==> config.mk <==
export PLATFORM = sky130hd
export DESIGN_NAME = fpga_msg_tx
export DESIGN_NICKNAME = d
export VERILOG_FILES = /design/src/rtl/fpga_msg_tx.sv
export SDC_FILE = /design/constraint.sdc
export NUM_CORES = 1
export LEC_CHECK = 0
export BUFFER_PORTS_ARGS = -buffer_cell sky130_fd_sc_hd__buf_2
export CORE_UTILIZATION = 50
export CTS_CLUSTER_DIAMETER = 40
export DETAILED_ROUTE_END_ITERATION = 7
export GPL_TIMING_DRIVEN = 1
export PLACE_DENSITY = 0.8
export SYNTH_ARGS = -nofsm -noshare
export SYNTH_HDL_FRONTEND = slang
export SYNTH_SLANG_ARGS = --single-unit
==> constraint.sdc <==
create_clock -name bus_clk -period 2.65 [get_ports bus_clk]
set_input_delay 0.53 -clock bus_clk [delete_from_list [all_inputs] [get_ports bus_clk]]
set_output_delay 0.53 -clock bus_clk [all_outputs]
set_load 0.03 [all_outputs]
==> src/rtl/fpga_msg_tx.sv <==
// fpga_msg_tx: turns host commands into framed 32-bit words for the host-bound FIFO.
//   bus_clk   in   clock, rising edge
//   reset     in   asynchronous active-high reset
//   cmd_empty in   command FIFO (FWFT) empty
//   cmd_data  in   head-of-FIFO command, opcode in [31:28]
//   cmd_rd_en out  registered one-cycle pop of the command FIFO
//   tx_full   in   host-bound FIFO full
//   tx_wr_en  out  combinational write strobe into host-bound FIFO
//   tx_data   out  word written when tx_wr_en=1
//   host_open in   host has the read device open
//   busy      out  state is not IDLE
//   seq       out  current frame sequence number
//   err       out  sticky unknown-opcode flag
module fpga_msg_tx #(
    parameter logic [7:0] HDR_TAG = 8'hA5,
    parameter logic [7:0] TRL_TAG = 8'h5A
) (
    input  logic        bus_clk,
    input  logic        reset,
    input  logic        cmd_empty,
    input  logic [31:0] cmd_data,
    output logic        cmd_rd_en,
    input  logic        tx_full,
    output logic        tx_wr_en,
    output logic [31:0] tx_data,
    input  logic        host_open,
    output logic        busy,
    output logic [7:0]  seq,
    output logic        err
);

    localparam int unsigned LEN_W = 16;
    localparam int unsigned SEQ_W = 8;

    localparam logic [3:0] OP_START = 4'h1;
    localparam logic [3:0] OP_STOP  = 4'h2;
    localparam logic [3:0] OP_PING  = 4'h3;

    typedef enum logic [2:0] {
        IDLE,
        HDR,
        PAYLOAD,
        TRAILER,
        PING
    } state_t;

    state_t             state, state_d;
    logic               rd_en_d;
    logic [SEQ_W-1:0]   seq_d;
    logic               err_d;
    logic               aborted, aborted_d;
    logic [LEN_W-1:0]   csum, csum_d;
    logic [LEN_W-1:0]   index, index_d;
    logic [LEN_W-1:0]   len, len_d;
    logic [LEN_W-1:0]   echo, echo_d;

    logic               head_valid;
    logic [3:0]         opcode;
    logic               can_write;
    logic [31:0]        pay_word;
    logic               unused_cmd_bits;

    // A command is only visible once the previous pop has taken effect
    assign head_valid      = !cmd_empty && !cmd_rd_en;
    assign opcode          = cmd_data[31:28];
    assign can_write       = !tx_full && host_open;
    assign pay_word        = {seq, 8'h00, index};
    // Reserved command bits, intentionally ignored
    assign unused_cmd_bits = ^cmd_data[27:16];
    assign busy            = (state != IDLE);

    // State and datapath registers
    always_ff @(posedge bus_clk or posedge reset) begin
        if (reset) begin
            state     <= IDLE;
            cmd_rd_en <= 1'b0;
            seq       <= '0;
            err       <= 1'b0;
            aborted   <= 1'b0;
            csum      <= '0;
            index     <= '0;
            len       <= '0;
            echo      <= '0;
        end else begin
            state     <= state_d;
            cmd_rd_en <= rd_en_d;
            seq       <= seq_d;
            err       <= err_d;
            aborted   <= aborted_d;
            csum      <= csum_d;
            index     <= index_d;
            len       <= len_d;
            echo      <= echo_d;
        end
    end

    // Next-state, write strobe and outgoing word
    always_comb begin
        state_d   = state;
        rd_en_d   = 1'b0;
        seq_d     = seq;
        err_d     = err;
        aborted_d = aborted;
        csum_d    = csum;
        index_d   = index;
        len_d     = len;
        echo_d    = echo;
        tx_wr_en  = 1'b0;
        tx_data   = '0;

        case (state)
            IDLE: begin
                if (head_valid) begin
                    rd_en_d = 1'b1;
                    case (opcode)
                        OP_START: begin
                            len_d   = cmd_data[15:0];
                            state_d = HDR;
                        end
                        OP_PING: begin
                            echo_d  = cmd_data[15:0];
                            state_d = PING;
                        end
                        OP_STOP: ;
                        default: err_d = 1'b1;
                    endcase
                end
            end
            HDR: begin
                tx_data = {HDR_TAG, seq, len};
                if (!host_open) begin
                    state_d = IDLE;
                end else if (can_write) begin
                    tx_wr_en  = 1'b1;
                    csum_d    = '0;
                    index_d   = '0;
                    aborted_d = 1'b0;
                    state_d   = (len == '0) ? TRAILER : PAYLOAD;
                end
            end
            PAYLOAD: begin
                tx_data = pay_word;
                if (!host_open) begin
                    state_d = IDLE;
                end else if (head_valid && opcode == OP_STOP) begin
                    // STOP wins over a pending payload word, even under backpressure
                    rd_en_d   = 1'b1;
                    aborted_d = 1'b1;
                    state_d   = TRAILER;
                end else if (can_write) begin
                    tx_wr_en = 1'b1;
                    csum_d   = csum ^ pay_word[31:16] ^ pay_word[15:0];
                    index_d  = index + LEN_W'(1);
                    if (index == len - LEN_W'(1)) begin
                        state_d = TRAILER;
                    end
                end
            end
            TRAILER: begin
                tx_data = {TRL_TAG, 7'b0, aborted, csum};
                if (!host_open) begin
                    state_d = IDLE;
                end else if (can_write) begin
                    tx_wr_en = 1'b1;
                    seq_d    = seq + SEQ_W'(1);
                    state_d  = IDLE;
                end
            end
            PING: begin
                tx_data = {4'h3, 12'h000, echo};
                if (!host_open) begin
                    state_d = IDLE;
                end else if (can_write) begin
                    tx_wr_en = 1'b1;
                    state_d  = IDLE;
                end
            end
            default: state_d = IDLE;
        endcase
    end

endmodule

Word level (Yosys, flattened, before mapping):

Index checks and enable logic that the tools add are counted.

* add/sub/neg operators: 3
* equal/unequal tests: 20
* bitwise operators: 3
* multiplexer cells: 37
* reduce and logical (&&, ||, !) cells: 20

Operators by type and width (count)
* $mux 16: 8
* $pmux 32 s4: 1
* $pmux 16 s2: 2
* $xor 16x16->16: 2
* $mux 3: 9
* $add 16x1->16 const B: 1
* $eq 16x16->1: 1
* $logic_not 16->1: 1
* $sub 16x1->16 const B: 1
* $ne 2x2->1 const B: 7
* $mux 1: 12
* $pmux 3 s4: 1
* $reduce_and 3->1: 4
* $reduce_and 6->1: 2
* $add 8x1->8 const B: 1
* $eq 4x2->1 const B: 2
* $ne 4x4->1 const B: 2
* $eq 3x2->1 const B: 2
* $pmux 1 s2: 3
* $pmux 3 s2: 1
* $reduce_or 3->1: 2
* $reduce_and 5->1: 1
* $eq 4x1->1 const B: 1
* $eq 3x1->1 const B: 1
* 11 further kinds: 15

* input bits: 37
* word-level logic and storage cells: 92
* output and inout port bits: 44
* register bits: 78

Depth between registers and ports, before layout:

* word-level depth: 7
* mapped depth: 8
* mapped depth without buffers: 8

Worst setup path after synthesis:

OpenSTA, ideal clock, no wires.

* kind: register to output
* from: reg state[1]
* to: out tx_data[4]
* required time: 2120 ps
* cell stages (with the launch flop): 7
* buffers on the path: 3
* path slack: 261 ps
* data arrival time: 1859 ps
* cells stage by stage: dfrtp_1 > clkbuf_1 > nor3b_1 > clkbuf_1 > clkbuf_1 > a22o_2 > a221o_1

* longest elaborated chain between the ends: 2
* elaborated cells between the ends (all ways): 5
* classes of those cells: eq/ne: 4; mux: 1

Ends and longest elaborated chain
* start, declared: RTL line 47 `state_t state, state_d;`
* start signal, assigned: RTL line 85 `state <= state_d;`
* $eq 3x3->1, or another cell as far along: RTL line 111 `case (state)`
* $pmux 32 s4 *: RTL line 111
* end, declared: RTL line 25 `output logic [31:0] tx_data,`

Mark *: on every way between the ends. The rest lies on a longest branch, timed or not.

Worst setup path after layout:

* from: reg state[0]
* to: out tx_data[15]

The elaborated chain is that of the path after synthesis.

==> results.toml <==
[status]
status = "finished clean"

[floorplanning]
placement_rows = 35
dieHeight_um = 99.1
die_w_um = 99.1
ios = 81
dieArea_sq_um = 9820
start_util = 0.512
core_sq_um = 9200

[clock_network]
clock_latency_ps = 360
clkTransAtPathRegs_ps = 80
cts-root-buf = "clkbuf_8"
post_cts_buffers = 0
clk_path_buf_depth = 2
cts_tree = "done"
cts_buffers = 9
postCtsHoldBufs = 0
h-tree-depth = 3
cts_sinks = 78

[global_routing]
met3_usage = 0.0504
gr-usage-all-layers = 0.254
grt_pass1_wl_mm = 19.4
overflow = 0
grt_use_met2 = 0.427
use_met1 = 0.329
grt_max_degree = 34
busiest_layer = "met2"
grt_pass1_vias = 3898
antenna_found_initial = 0

[synthesis]
ys_dominant_reg_cell = "dfrtp_1"
synthCells = 494
ys_seq_area_frac = 0.414
ys_ff_latch = 78
synth_nets = 535
synth_edf_count = 0
synth-async-reset-ratio = 1.00
yosysUniqueCellTypes = 55
ys.warnings.count = 0
synth_area_sq_um = 4710
syn_area_per_cell_sq_um = 9.54

[worst_setup_path]
required_ps = 2120
arrival_ps = 2050
crit_path_end_kind = "primary output"
reg2reg_depth = 8
cp-start-kind = "register"
cp_max_fo = 19
r2r_slack_ps = 200
rr_startpoint = "len[0]$_DFFE_PP0P_"
critPathKind = "register to primary output"
r2r-end = "state[0]$_DFFE_PP0P_"

[place]
io_buffers = 68
hpwlAfterDp_mm = 8.60
gp_congestion = 0.980
post-place-ws_ps = 238

[flow_run]
max-cap-violations = 0

[cells_and_area]
area.growth.synth_to_final_pct = 15.1
fill_cells = 797
antennaDiodeCount = 0
drive_above_1_share = 0.278
final_cell_mix = "dfrtp_1, buf_2, nor2_1, nand2_1, xor2_1"
final_common_cell = "dfrtp_1"
nNetsFinal = 594

[routing]
vias = 4051
first_pass_iters = 5
drtIter0Drc = 311
final_antenna_net_count = 0
drc = 0
avgViaCountPerCell = 6.06
wl_per_cell_um = 17.6
wl_mm = 11.7

[timing]
skew_ps = 9.87
rsz0062_at_grt = "no"
hold_viol = 0
slew_headroom = 0.541
max_freq_ghz = 0.387
final_max_slew_viol_count = 0
post-route-min-period_ps = 2580
tightest_slew_ps = 683
setup_viol = 0
worst_slack_ps = 65.1
period_share = 0.975
tns_ps = 0

[power_and_ir_drop]
p_per_area_nw_per_um2 = 935
ir_drop_uv = 555
p_leak_nw = 2.61

[hold_path]
hp-class = "input port to async pin"
## sequential cells by signal (all words and copies together) (netlist names)
register	cells
state	3
echo	16
cmd_rd_en	1
index	16
err	1
len	16
csum	16
aborted	1
seq	8
## logic make-up (layout without fill, tap and decap cells)
group | count (synthesis) | after routing | synth area share
mux | 34 | 34 | 0.0807
simple gates | 179 | 179 | 0.201
compound gates | 90 | 90 | 0.141
flops | 78 | 78 | 0.414
fa+ha+maj | 4 | 4 | 0.0106
xor+xnor | 58 | 58 | 0.108
buf+inv | 51 | 115 | 0.0449
## layer usage
metal / share of wire / up-vias
met5: 0 / -
met4: 0.023 / 0
met3: 0.065 / 30
met2: 0.49 / 174
met1: 0.43 / 1971
li1: - / 1876
## synthesized netlist by cell type, types with 4 or more instances
cell | number | share of area
ha_1 | 4 | 0.011
xor2_1 | 36 | 0.067
nor2_1 | 50 | 0.040
and2_1 | 10 | 0.013
nand2_1 | 37 | 0.029
inv_1 | 10 | 0.0080
nor4_1 | 6 | 0.0080
mux2_2 | 32 | 0.076
nor3_1 | 8 | 0.0085
xnor2_1 | 22 | 0.041
nand3_1 | 11 | 0.012
clkbuf_1 | 32 | 0.025
nand4_1 | 17 | 0.023
o21ai_0 | 29 | 0.031
a21oi_1 | 4 | 0.0042
a221o_1 | 16 | 0.034
a21o_1 | 4 | 0.0064
dfrtp_1 | 78 | 0.41
and3_1 | 6 | 0.0080
a22o_1 | 16 | 0.030
nand2b_1 | 5 | 0.0066
nor3b_1 | 5 | 0.0080
o31ai_1 | 4 | 0.0064
## stage by stage
| step | utilization | hold WS (ps) | power [W] | area [sq um] | instances |
|---|---|---|---|---|---|
| after floorplan | - | 457 | 0.00350 | 4710 | 494 |
| after global placement | 0.567 | 452 | 0.00405 | 5210 | 653 |
| after detailed placement | 0.567 | 449 | 0.00414 | 5210 | 653 |
| after CTS | 0.589 | 256 | 0.00506 | 5420 | 669 |
| after global routing | 0.590 | 278 | 0.00536 | 5420 | 669 |
| final | 0.590 | 239 | 0.00507 | 5420 | 669 |
## worst max-delay path, cell delays in order (launching register included)
cell and delay, ps:
dfrtp_1 420, buf_4 200, nor3b_2 170, buf_4 210, a22o_1 190, a221o_1 300
buf_2 190
## final cells by class
cell class / count / area [sq um] / share of cell area
multi-input combinational: 365 / 2570 / 0.474
sequential: 78 / 1950 / 0.360
timing repair buffer: 89 / 523 / 0.0964
clock buffer: 11 / 141 / 0.0261
tap: 111 / 139 / 0.0256
clock inverter: 5 / 58.8 / 0.0108
inverter: 10 / 37.5 / 0.00692
## where the power goes
| group | leakage (nW) | internal [W] | switching (W) | total [W] |
|---|---|---|---|---|
| Sequential | 1.03 | 0.00150 | 0.000468 | 0.00197 |
| Clock | 0.0955 | 0.000461 | 0.000447 | 0.000908 |
| Combinational | 1.48 | 0.000939 | 0.00125 | 0.00219 |
| Total | 2.61 | 0.00290 | 0.00217 | 0.00507 |
## what timing repair did
| item | CTS | global route |
|---|---|---|
| gates resized for setup | 1 | 2 |
| cloned | 0 | 0 |
| setup endpoints to repair | 16 | 16 |
## worst max-delay path by stage
stage                                     from                    to  slack (ps)
final                     state[0]$_DFFE_PP0P_           tx_data[15]          70
after global routing      state[2]$_DFFE_PP0P_            tx_data[9]           4
after CTS                 state[1]$_DFFE_PP0P_           tx_data[15]          30
after detailed placement    len[0]$_DFFE_PP0P_  state[0]$_DFFE_PP0P_         240
after global placement            cmd_data[29]   csum[9]$_DFFE_PP0P_         280
after floorplan                          reset   aborted$_DFFE_PP0P_         120
Note: power is estimated with default switching activity, not from simulation.
